===== config.mk =====
export PLATFORM = sky130hd
export DESIGN_NAME = addsub_serial
export DESIGN_NICKNAME = d
export VERILOG_FILES = /design/src/rtl/addsub_serial_pkg.sv /design/src/rtl/addsub_serial_slice.sv /design/src/rtl/addsub_serial.sv
export SDC_FILE = /design/constraint.sdc
export NUM_CORES = 1
export LEC_CHECK = 0
export BUFFER_PORTS_ARGS = -buffer_cell sky130_fd_sc_hd__buf_2
export CAP_MARGIN = 20
export CORE_MARGIN = 3
export CORE_UTILIZATION = 48
export CTS_CLUSTER_SIZE = 8
export DETAILED_ROUTE_END_ITERATION = 12
export GPL_TIMING_DRIVEN = 0
export PLACE_DENSITY = 0.79
export SLEW_MARGIN = 10
export SYNTH_ARGS = -nofsm -noshare
export SYNTH_HDL_FRONTEND = slang
export SYNTH_SLANG_ARGS = --single-unit

===== constraint.sdc =====
create_clock -name clk -period 1.4 [get_ports clk]
set_clock_uncertainty 0.1 [all_clocks]
set_input_delay 0.07 -clock clk [delete_from_list [all_inputs] [get_ports clk]]
set_output_delay 0.07 -clock clk [all_outputs]
set_load 0.02 [all_outputs]

===== src/rtl/addsub_serial_pkg.sv =====
// Shared types and helpers for the digit-serial adder/subtractor.
package addsub_serial_pkg;

    // Controller states
    typedef enum logic [1:0] {
        IDLE = 2'd0,
        RUN  = 2'd1,
        DONE = 2'd2
    } state_t;

    // Operation encoding on the op input
    localparam logic OP_ADD = 1'b0;
    localparam logic OP_SUB = 1'b1;

    // 1-bit full-adder cell: returns {carry_out, sum}
    function automatic logic [1:0] full_add(input logic x, input logic y, input logic ci);
        return {(x & y) | (ci & (x ^ y)), x ^ y ^ ci};
    endfunction

endpackage


===== src/rtl/addsub_serial_slice.sv =====
// Combinational DIGIT-bit ripple adder built from full-adder cells.
// Optionally inverts b (subtract); also reports the carry into the MSB
// so the caller can form signed overflow.
module addsub_slice
    import addsub_serial_pkg::*;
#(
    parameter int DIGIT = 1
) (
    input  logic [DIGIT-1:0] a,
    input  logic [DIGIT-1:0] b,
    input  logic             sub,
    input  logic             cin,
    output logic [DIGIT-1:0] s,
    output logic             cout,
    output logic             cmsb
);

    logic       carry;
    logic [1:0] fa;

    // Ripple through the cells LSB first; cmsb ends up as the carry into bit DIGIT-1
    always_comb begin
        carry = cin;
        cmsb  = cin;
        fa    = 2'b00;
        s     = '0;
        for (int i = 0; i < DIGIT; i++) begin
            cmsb  = carry;
            fa    = full_add(a[i], b[i] ^ sub, carry);
            s[i]  = fa[0];
            carry = fa[1];
        end
        cout = carry;
    end

endmodule


===== src/rtl/addsub_serial.sv =====
// Digit-serial add/subtract: WIDTH-bit operands processed DIGIT bits per
// clock, LSB first, with a registered carry between slices.
module addsub_serial
    import addsub_serial_pkg::*;
#(
    parameter int WIDTH = 8,
    parameter int DIGIT = 1
) (
    input  logic             clk,
    input  logic             rst_n,
    input  logic             start,
    input  logic             op,
    input  logic [WIDTH-1:0] a,
    input  logic [WIDTH-1:0] b,
    output logic             busy,
    output logic             done,
    output logic [WIDTH-1:0] sum,
    output logic             co,
    output logic             ovf
);

    localparam int NSLICE = WIDTH / DIGIT;
    localparam int CW     = $clog2(NSLICE) + 1;
    localparam logic [CW-1:0] LAST = CW'(NSLICE - 1);

    if (WIDTH < 2 || DIGIT < 1 || (WIDTH % DIGIT) != 0) begin : g_bad_params
        $error("addsub_serial: WIDTH must be >= 2 and a multiple of DIGIT");
    end

    state_t               state;
    logic [WIDTH-1:0]     a_q, b_q, res_q;
    logic                 op_q, carry_q;
    logic                 co_q, ovf_q, busy_q, done_q;
    logic [CW-1:0]        cnt, cnt_inc;
    logic                 ready;

    logic [DIGIT-1:0]     sl_sum;
    logic                 sl_cout, sl_cmsb;
    logic [WIDTH+DIGIT-1:0] res_cat;
    logic                 cnt_cout_unused, cnt_cmsb_unused;

    assign ready   = (state != RUN);
    assign res_cat = {sl_sum, res_q};

    // Datapath slice: low DIGIT bits of the shifting operand registers
    addsub_slice #(.DIGIT(DIGIT)) u_slice (
        .a    (a_q[DIGIT-1:0]),
        .b    (b_q[DIGIT-1:0]),
        .sub  (op_q),
        .cin  (carry_q),
        .s    (sl_sum),
        .cout (sl_cout),
        .cmsb (sl_cmsb)
    );

    // Digit counter increment reuses the same adder cell
    addsub_slice #(.DIGIT(CW)) u_cnt_inc (
        .a    (cnt),
        .b    ({CW{1'b0}}),
        .sub  (1'b0),
        .cin  (1'b1),
        .s    (cnt_inc),
        .cout (cnt_cout_unused),
        .cmsb (cnt_cmsb_unused)
    );

    // Controller and datapath registers; all outputs are registered
    always_ff @(posedge clk or negedge rst_n) begin
        if (!rst_n) begin
            state   <= IDLE;
            a_q     <= '0;
            b_q     <= '0;
            res_q   <= '0;
            op_q    <= OP_ADD;
            carry_q <= 1'b0;
            cnt     <= '0;
            co_q    <= 1'b0;
            ovf_q   <= 1'b0;
            busy_q  <= 1'b0;
            done_q  <= 1'b0;
        end else if (!ready) begin
            // RUN: consume one slice, shift result in from the MSB end
            a_q     <= a_q >> DIGIT;
            b_q     <= b_q >> DIGIT;
            res_q   <= res_cat[WIDTH+DIGIT-1:DIGIT];
            carry_q <= sl_cout;
            cnt     <= cnt_inc;
            if (cnt == LAST) begin
                state  <= DONE;
                co_q   <= sl_cout;
                ovf_q  <= sl_cmsb ^ sl_cout;
                busy_q <= 1'b0;
                done_q <= 1'b1;
            end
        end else if (start) begin
            // IDLE/DONE acceptance; subtract seeds the carry with 1 (two's complement)
            state   <= RUN;
            a_q     <= a;
            b_q     <= b;
            op_q    <= op;
            carry_q <= (op == OP_SUB);
            cnt     <= '0;
            busy_q  <= 1'b1;
            done_q  <= 1'b0;
        end else begin
            state  <= IDLE;
            done_q <= 1'b0;
        end
    end

    assign busy = busy_q;
    assign done = done_q;
    assign sum  = res_q;
    assign co   = co_q;
    assign ovf  = ovf_q;

endmodule


# Yosys cells after proc, flatten, opt, wreduce, memory -nomap -nowiden
# Index checks and enable logic that the tools add are counted.
word_totals:
  ff_bits: 36
  inputBits: 20
  wordCells: 48
classes:
  mux: 16
  n_bitwise: 14
  eq_ne: 3
  reduce_logical: 4
op_table:
  columns: ["cell", "n"]
  rows:
  - ["2-to-1 mux 8 bit", 4]
  - ["2-to-1 mux 1 bit", 8]
  - ["2-to-1 mux 4 bit", 2]
  - ["XOR 1 bit", 7]
  - ["AND reduction 2 bit", 3]
  - ["AND 1 bit", 4]
  - ["== test 4 x 3 -> 1 bit, second input constant", 1]
  - ["2-to-1 mux 2 bit", 2]
  - ["inequality test 2 x 1 -> 1 bit, second input constant", 1]
  - ["inequality test 2 bit, second input constant", 1]
  - ["inverter 1 bit", 2]
  - ["nonzero test 2 bit", 1]
  - ["OR 1 bit", 1]

# Longest topological paths before layout
# Gate-level depths: netlist of run 1.
depth:
  depth_word: 5
  depth_mapped: 5
  ltp_nobuf: 4

# Cells and area by module
# From an unflattened synthesis of run 1, not the netlist that was laid out.
unflattened:
  cells_unflattened: 167
  hier_area_um2: 1752.9
by_module_without_submodules:
  columns: ["mod", "area_each_um2", "cells_per_inst", "instances"]
  rows:
  - ["addsub_serial", 1556.5, 144, 1]
  - ["addsub_slice at u_cnt_inc", 145.1, 16, 1]
  - ["addsub_slice at u_slice", 51.3, 7, 1]

# Least setup slack after synthesis of run 1
# OpenSTA, ideal clock, no wires.
synth_path:
  path_type: "flip-flop to flip-flop"
  from: "register b_q[0]"
  to: "register ovf_q (netlist: ovf)"
  arrival_time_ps: 1312
  setup_slack_ps: -140
  stages_incl_launch_ff: 5
  setup_time_ps: 128
  n_path_buf: 0
  synth_period_minus_slack_ps: 1540
  cell_sequence: "dfrtp_1 xnor2_1 fa_1 xnor2_1 mux2_1"
synth_via:
  elab_chain_cells: 5
  elab_cells_between_ends: 6
  cone_classes: "6 x bitwise"
synth_rtl:
  columns: ["item", "line_no", "text"]
  rows:
  - ["start, declared", "addsub_serial.sv:31", "logic [WIDTH-1:0] a_q, b_q, res_q;"]
  - ["start signal, assigned", "addsub_serial.sv:84", "b_q <= b_q >> DIGIT;"]
  - ["XOR 1 bit (*)", "addsub_serial_slice.sv:29", "fa = full_add(a[i], b[i] ^ sub, carry);"]
  - ["XOR 1 bit", "addsub_serial_pkg.sv:17", "return {(x & y) | (ci & (x ^ y)), x ^ y ^ ci};"]
  - ["AND 1 bit", "addsub_serial_pkg.sv:17", null]
  - ["OR 1 bit (*)", "addsub_serial_pkg.sv:17", null]
  - ["XOR 1 bit (*)", "addsub_serial.sv:91", "ovf_q <= sl_cmsb ^ sl_cout;"]
  - ["end signal, assigned", "addsub_serial.sv:91", null]
  - ["end, declared", "addsub_serial.sv:33", "logic co_q, ovf_q, busy_q, done_q;"]
# Every way passes the cells marked *; elsewhere a longest branch is shown, timed or not.
# A chain may end at the register's enable or synchronous reset.

# Final worst setup path of run 1
layout_path:
  from: "register op_q"
  to: "register ovf_q (netlist: ovf)"
layout_via:
  elab_chain_cells: 5
  elab_cells_between_ends: 6
  cone_classes: "6 x bitwise"
layout_rtl:
  columns: ["item", "line_no", "text"]
  rows:
  - ["start, declared", "addsub_serial.sv:32", "logic op_q, carry_q;"]
  - ["start signal, assigned", "addsub_serial.sv:100", "op_q <= op;"]
  - ["XOR 1 bit (*)", "addsub_serial_slice.sv:29", null]
  - ["XOR 1 bit", "addsub_serial_pkg.sv:17", null]
  - ["AND 1 bit", "addsub_serial_pkg.sv:17", null]
  - ["OR 1 bit (*)", "addsub_serial_pkg.sv:17", null]
  - ["XOR 1 bit (*)", "addsub_serial.sv:91", null]
# Marks and branches as above.

==> results of run 1 <==
## cell families after synthesis
family,after synthesis,synth area share
adders and majority gates,3,0.02884
muxes,22,0.1466
and+or+nand+nor,53,0.1482
buffers and inverters,13,0.04327
xor gates and xnor gates,2,0.01122
DFF,35,0.5609
AOI/OAI and AO/OA,18,0.06090
## placed cells by master (no fill, tap or decap), types with 2 or more instances in the layout
cell type / n
buf_2: 34
dlygate4sd3_1: 19
ha_2: 2
mux2i_1: 18
dfrtp_1: 35
nor2_1: 4
inv_1: 4
o21ai_0: 13
mux2_4: 2
buf_4: 4
mux2_2: 2
clkbuf_2: 2
nand3b_1: 2
clkbuf_4: 5
nand2_1: 44
o21ai_1: 3
## final cells by class
class	instances	area, um2	area share
multi-input cells	98	643.1	0.3121
flip-flops and latches	35	875.8	0.4250
clock buffers	6	51.30	0.02489
inverters	4	15.01	0.007286
well taps	44	55.05	0.02672
repair buffers	52	362.8	0.1761
clock inverters	1	5.005	0.002429
plain buffers	9	52.55	0.02550
## power by group through the flow
stage | Clock, mW | Sequential, mW | Combinational, mW
after floorplan | 0 | 1.85 | 0.911
after global placement | 0 | 1.67 | 1.48
after detailed placement | 0 | 1.70 | 1.56
after CTS | 0.569 | 1.69 | 1.69
after global routing | 0.601 | 1.74 | 1.92
final | 0.546 | 1.69 | 1.71
## how the worst min path moves through the flow
stage / end / slack, ns / cells after the start
floorplan: a_q[0] / -0.33 / 0
global placement: co / 0.07 / 1
detailed placement: busy / 0.08 / 1
CTS: cnt[3] / 0.25 / 2
global route: sum[6] / 0.29 / 2
finish: b_q[1] / 0.24 / 2
## flip-flops by register name, summed over array words and instances, names as in the netlist
| signal | cells |
|---|---|
| a_q | 8 |
| b_q | 8 |
| sum | 8 |
| cnt | 4 |
| busy | 1 |
| carry_q | 1 |
| co | 1 |
| done | 1 |
| op_q | 1 |
| ovf | 1 |
| state | 1 |
## worst max-delay path: cells and delay by family (launching register included)
family     cells  cell delay, ns
mux            1            0.25
fa+ha+maj      1            0.35
xor+xnor       2            0.28
flops          1            0.42
## synth_stat cells (all sizes together)
cell and n:
nand2 44, fa 1, nand2b 1, mux2 4
nand3b 2, o21ai 16, inv 4, ha 2
nor3 1, clkbuf 3, a21oi 1, o211a 1
nor2b 1, dfrtp 35, xnor2 2, buf 6
nor2 4, mux2i 18
## layer usage
metal  track usage  up-vias  routed length [um]
li1              -      597                   -
met1        0.1910      573                1288
met2        0.3162       28                1627
met3       0.04317        7                 129
met4       0.06612        0                  46
met5             0        -                   0
## repair_timing
item | in CTS | in global routing
setup endpoints to repair | 2 | 10
hold buffers | 19 | 0
pin swaps | 4 | 2
resized for setup | 3 | 4
hold endpoints to repair | 55 | 0
buffers inserted | 2 | 1
## per-stage QoR
stage / instance area (um2) / utilization
finish: 2061 / 0.6695
global route: 2061 / 0.6695
CTS: 2042 / 0.6634
detailed placement: 1769 / 0.5748
global placement: 1769 / 0.5748
floorplan: 1564 / -
==> results.cfg, run 1 <==
[final_layout]
share_of_cells_above_drive_strength_1 = 0.2927
num-nets-final = 228
flow.area_growth_from_synthesis_pct = 31.97
final_cell_count_no_fill = 249
layout.filler_cells = 250
antenna_diode_count = 0

[setup_path]
cp-startpoint = op_q
timing.critical_path.slowest_stage_cell = dfrtp_1
worstPathRequired_ns = 1.52
worstPathCellList = xnor2_2 > fa_2 > xnor2_1 > mux2_4
worstReg2RegEnd = ovf
worstSetupEndpointType = flop
reg2reg_depth = 4
critPathMaxFanout = 2
critPathKind = flop to flop
slowest_delay_ns = 0.42
worst-r2r-setup-slack_ns = -0.11
start_kind = flop
cp.arrival_ns = 1.64
setup.worst_path.end = ovf
timing.rr.start = op_q

[grt]
number_of_antenna_violations_at_the_first_check_in_global_routing = 0
grt_pass1_vias = 1266
grt-ovfl-total = 0
groute.usage.overall = 0.1732
grt_max_degree = 36
wire_length_of_the_first_global_routing_pass_mm = 5.347

[detailed_routing]
avgViaCountPerCell = 4.839
post_drt_wl_per_cell_um = 12.42
postRouteAntennaNets = 0
remaining_drc_errors = 0
first_pass_iters = 4
detailedRoute.firstIterationViolations = 45
dr_total_vias = 1205
route.final.wire_length_mm = 3.092

[timing]
post-route-worst-setup-slack_ns = -0.1146
slew_headroom = 0.5014
hold_viol = 0
final.hold.worst_slack_ns = 0.2355
report.final.setup_viol = 1
worstMarginPinSlew_ns = 0.7479
finalWorstPathRequiredPeriod_ns = 1.515
finalSetupTns_ns = -0.1146
grt_setup_unrepaired = true
max_freq_ghz = 0.6603
slew_violations = 0
fin_crit_sh = 1.082

[floorplan]
die_h_um = 63.04
pin_count = 32
floorplan.die_area_um2 = 3973
core-area_um2 = 3078
die_w_um = 63.04
initial_core_util = 0.5073
std_cell_rows = 20

[power]
swShare = 0.3857
power_frac_seq = 0.428
clkPwrFrac = 0.138
overall_power_mw = 3.943
intPower_mw = 2.422
vdd_drop_max_v = 0.0008306
p_sw_mw = 1.521
power.share.combinational = 0.433
pwr_density_cell_nw_per_um2 = 1913
cellLeakagePower_nw = 1.050

[run_status]
outcome = finished, violations left
violations = negative setup slack

[synthesis]
syn-cell-area_um2 = 1561
synth_seq_area_share = 0.5609
yosys.area.top_type_share = 0.5609
yosysWarningCount = 0
netlist.top_cell.by_area = dfrtp_1
synth_seq_cells = 35
netlist_top_cells_area = dfrtp_1 56%, mux2i_1 12%, nand2_1 11%
netlist-cell-type-count = 24
synth_area_per_cell_um2 = 10.70
synthCells = 146
syn_nets = 169

[min_path]
hp-class = primary input to async pin

[clock_tree]
clockBufferDepth = 2
cts-buffers-inserted = 5
h-tree-depth = 2
tritoncts = built
cts.sink_count = 35
cts_root_buf = clkbuf_4
clkLatencyLatePin_ns = 0.33
clkTransAtPathRegs_ns = 0.10

[job]
max_cap_viol_count = 0

[place]
numPlacedInstances = 220
dp_hpwl_mm = 2.142
dp_slack_ns = -0.1459
io_buffers = 30
place_congestion = 0.7836
No activity file was read; power rests on OpenSTA's default activity.
==> run 2: changes to the inputs <==
CELL_PAD_IN_SITES_DETAIL_PLACEMENT = 1   (was not set)
CELL_PAD_IN_SITES_GLOBAL_PLACEMENT = 1   (was not set)
CORE_UTILIZATION = 38   (was 48)
SYNTH_HIERARCHICAL = 1   (was not set)
==> run 2 against run 1 <==
The flow still finishes with violations (negative setup slack). Largest power group unchanged. Flip-flop and latch count unchanged. Critical endpoint is now cnt[3]. Critical path depth up 6. Routed wire length up 20%.
==> results.cfg, run 2 <==
[detailed_routing]
detailedRoute.firstIterationViolations = 46
dr_total_vias = 1324
route.final.wire_length_mm = 3.718
first_pass_iters = 4
remaining_drc_errors = 0
post_drt_wl_per_cell_um = 13.14
postRouteAntennaNets = 0
avgViaCountPerCell = 4.678

[final_layout]
final_cell_count_no_fill = 283
final_core_utilization = 0.5153
mostFrequentLayoutCell = nand2_1
finished_layout_cell_area_um2 = 2275
flow.area_growth_from_synthesis_pct = 30.04
antenna_diode_count = 0
layout.filler_cells = 509
num-nets-final = 255
commonest_cells_after_routing_fill_and_taps_aside = 43 x nand2_1, 34 x dfrtp_1, 31 x buf_2
share_of_cells_above_drive_strength_1 = 0.3030

[clock_tree]
cts-buffers-inserted = 5
clkTransAtPathRegs_ns = 0.07
clkLatencyLatePin_ns = 0.28
clockBufferDepth = 2
tritoncts = built
cts.sink_count = 35
h-tree-depth = 2
cts_root_buf = clkbuf_8

[grt]
groute.usage.overall = 0.1584
grt_max_degree = 36
grt_pass1_vias = 1410
number_of_antenna_violations_at_the_first_check_in_global_routing = 0
grt-ovfl-total = 0
wire_length_of_the_first_global_routing_pass_mm = 6.396

[timing]
fin_crit_sh = 1.542
slew_headroom = 0.4829
report.final.setup_viol = 4
grt_setup_unrepaired = true
worstMarginPinSlew_ns = 0.7757
slew_violations = 0
max_freq_ghz = 0.4632
finalWorstPathRequiredPeriod_ns = 2.159
hold_viol = 0
post-route-worst-setup-slack_ns = -0.7589

[setup_path]
worst-r2r-setup-slack_ns = -0.76
timing.rr.start = cnt[0]
slowest_delay_ns = 0.42
worstSetupEndpointType = flop
reg2reg_depth = 10
start_kind = flop
cp.arrival_ns = 2.28
critPathKind = flop to flop
timing.critical_path.slowest_stage_cell = dfrtp_2
worstReg2RegEnd = cnt[3]
worstPathCellList = fa_2 > inv_2 > fa_2 > inv_2 > fa_2 > inv_2 > fa_1 > inv_1 > nand2_1 > o21ai_1
critPathMaxFanout = 2
worstPathRequired_ns = 1.52

[power]
pwr_density_cell_nw_per_um2 = 2033
overall_power_mw = 4.624
vdd_drop_max_v = 0.0008610
cellLeakagePower_nw = 1.192

[min_path]
min-delay-start = b[4]
timing.hold.worst_endpoint = b_q[4]
hp-class = primary input to flop
min_delay_path_depth = 3

[place]
place_congestion = 0.7272
dp_hpwl_mm = 2.484
io_buffers = 30
numPlacedInstances = 255
place_area_um2 = 2001
dp_slack_ns = -0.8182

[synthesis]
yosysWarningCount = 6
syn-cell-area_um2 = 1749
synthCells = 166
synth_area_per_cell_um2 = 10.54

[floorplan]
pin_count = 32
die_h_um = 73.85
std_cell_rows = 24
initial_core_util = 0.3963
core-area_um2 = 4414
floorplan.die_area_um2 = 5453
die_w_um = 73.85

[run_status]
violations = negative setup slack
outcome = finished, violations left

[job]
max_cap_viol_count = 0
## run 2: changes by cell type in the layout (fill, tap and decap cells not counted), moves of 3 or more
cell,before,now
conb_1,0,9
xor2_1,0,3
inv_2,0,7
nand2b_1,0,4
dlygate4sd3_1,19,15
clkbuf_4,5,0
clkbuf_8,1,5
fa_2,1,4
buf_4,4,8
buf_6,1,5
buf_2,34,31
## run 2: area by class of cell
class	instances	area (um2)	area share
plain buffers	10	88.84	0.03905
clock buffers	7	76.32	0.03355
clock inverters	1	5.005	0.002200
inverters	11	41.29	0.01815
multi-input cells	117	783.3	0.3443
flip-flops and latches	35	877.1	0.3856
well taps	52	65.06	0.02860
repair buffers	50	337.8	0.1485
## run 2: worst max-delay path: cells and delay by family (launching register included)
family / cells / cell delay (ns)
compound gates: 1 / 0.06
buf+inv: 4 / 0.22
simple gates: 1 / 0.04
flops: 1 / 0.42
fa+ha+maj: 4 / 1.26
## run 2: how the worst max path moves through the flow
stage / to / slack [ns] / cells after the start / startpoint
2_1_floorplan: cnt[3] / -0.47 / 9 / cnt[1]
3_3_place_gp: cnt[3] / -0.78 / 10 / cnt[0]
3_5_place_dp: cnt[3] / -0.82 / 10 / cnt[0]
4_1_cts: cnt[3] / -0.78 / 10 / cnt[0]
5_1_grt: cnt[3] / -0.89 / 10 / cnt[0]
6_report: cnt[3] / -0.76 / 10 / cnt[0]
## run 2: layer usage
| layer | share of wire | global-route usage |
|---|---|---|
| met1 | 0.44 | 0.1888 |
| met2 | 0.49 | 0.2539 |
| met3 | 0.045 | 0.04378 |
| met4 | 0.031 | 0.09256 |
| met5 | 0 | 0 |
## run 2: timing repair
action                     4_1_cts  5_1_grt
setup endpoints to repair        4        6
gates resized for setup          3        2
setup buffers                    4        1
gates cloned                     0        0
pin swaps                        1        0
hold buffers                    15        0
hold endpoints to repair        50        0
## run 2: per-stage QoR
stage | setup TNS, ns | hold slack, ns
after floorplan | -0.7048 | -0.3256
after global placement | -1.509 | 0.09877
after detailed placement | -1.591 | 0.09106
after CTS | -1.478 | 0.008208
after global routing | -1.761 | 0.03911
final | -1.425 | 0.01235
## run 2: power breakdown
group	leakage (nW)	switching [mW]	internal, mW
clock network	0.0422	0.351	0.349
logic	0.705	1.20	0.970
registers	0.445	0.298	1.46
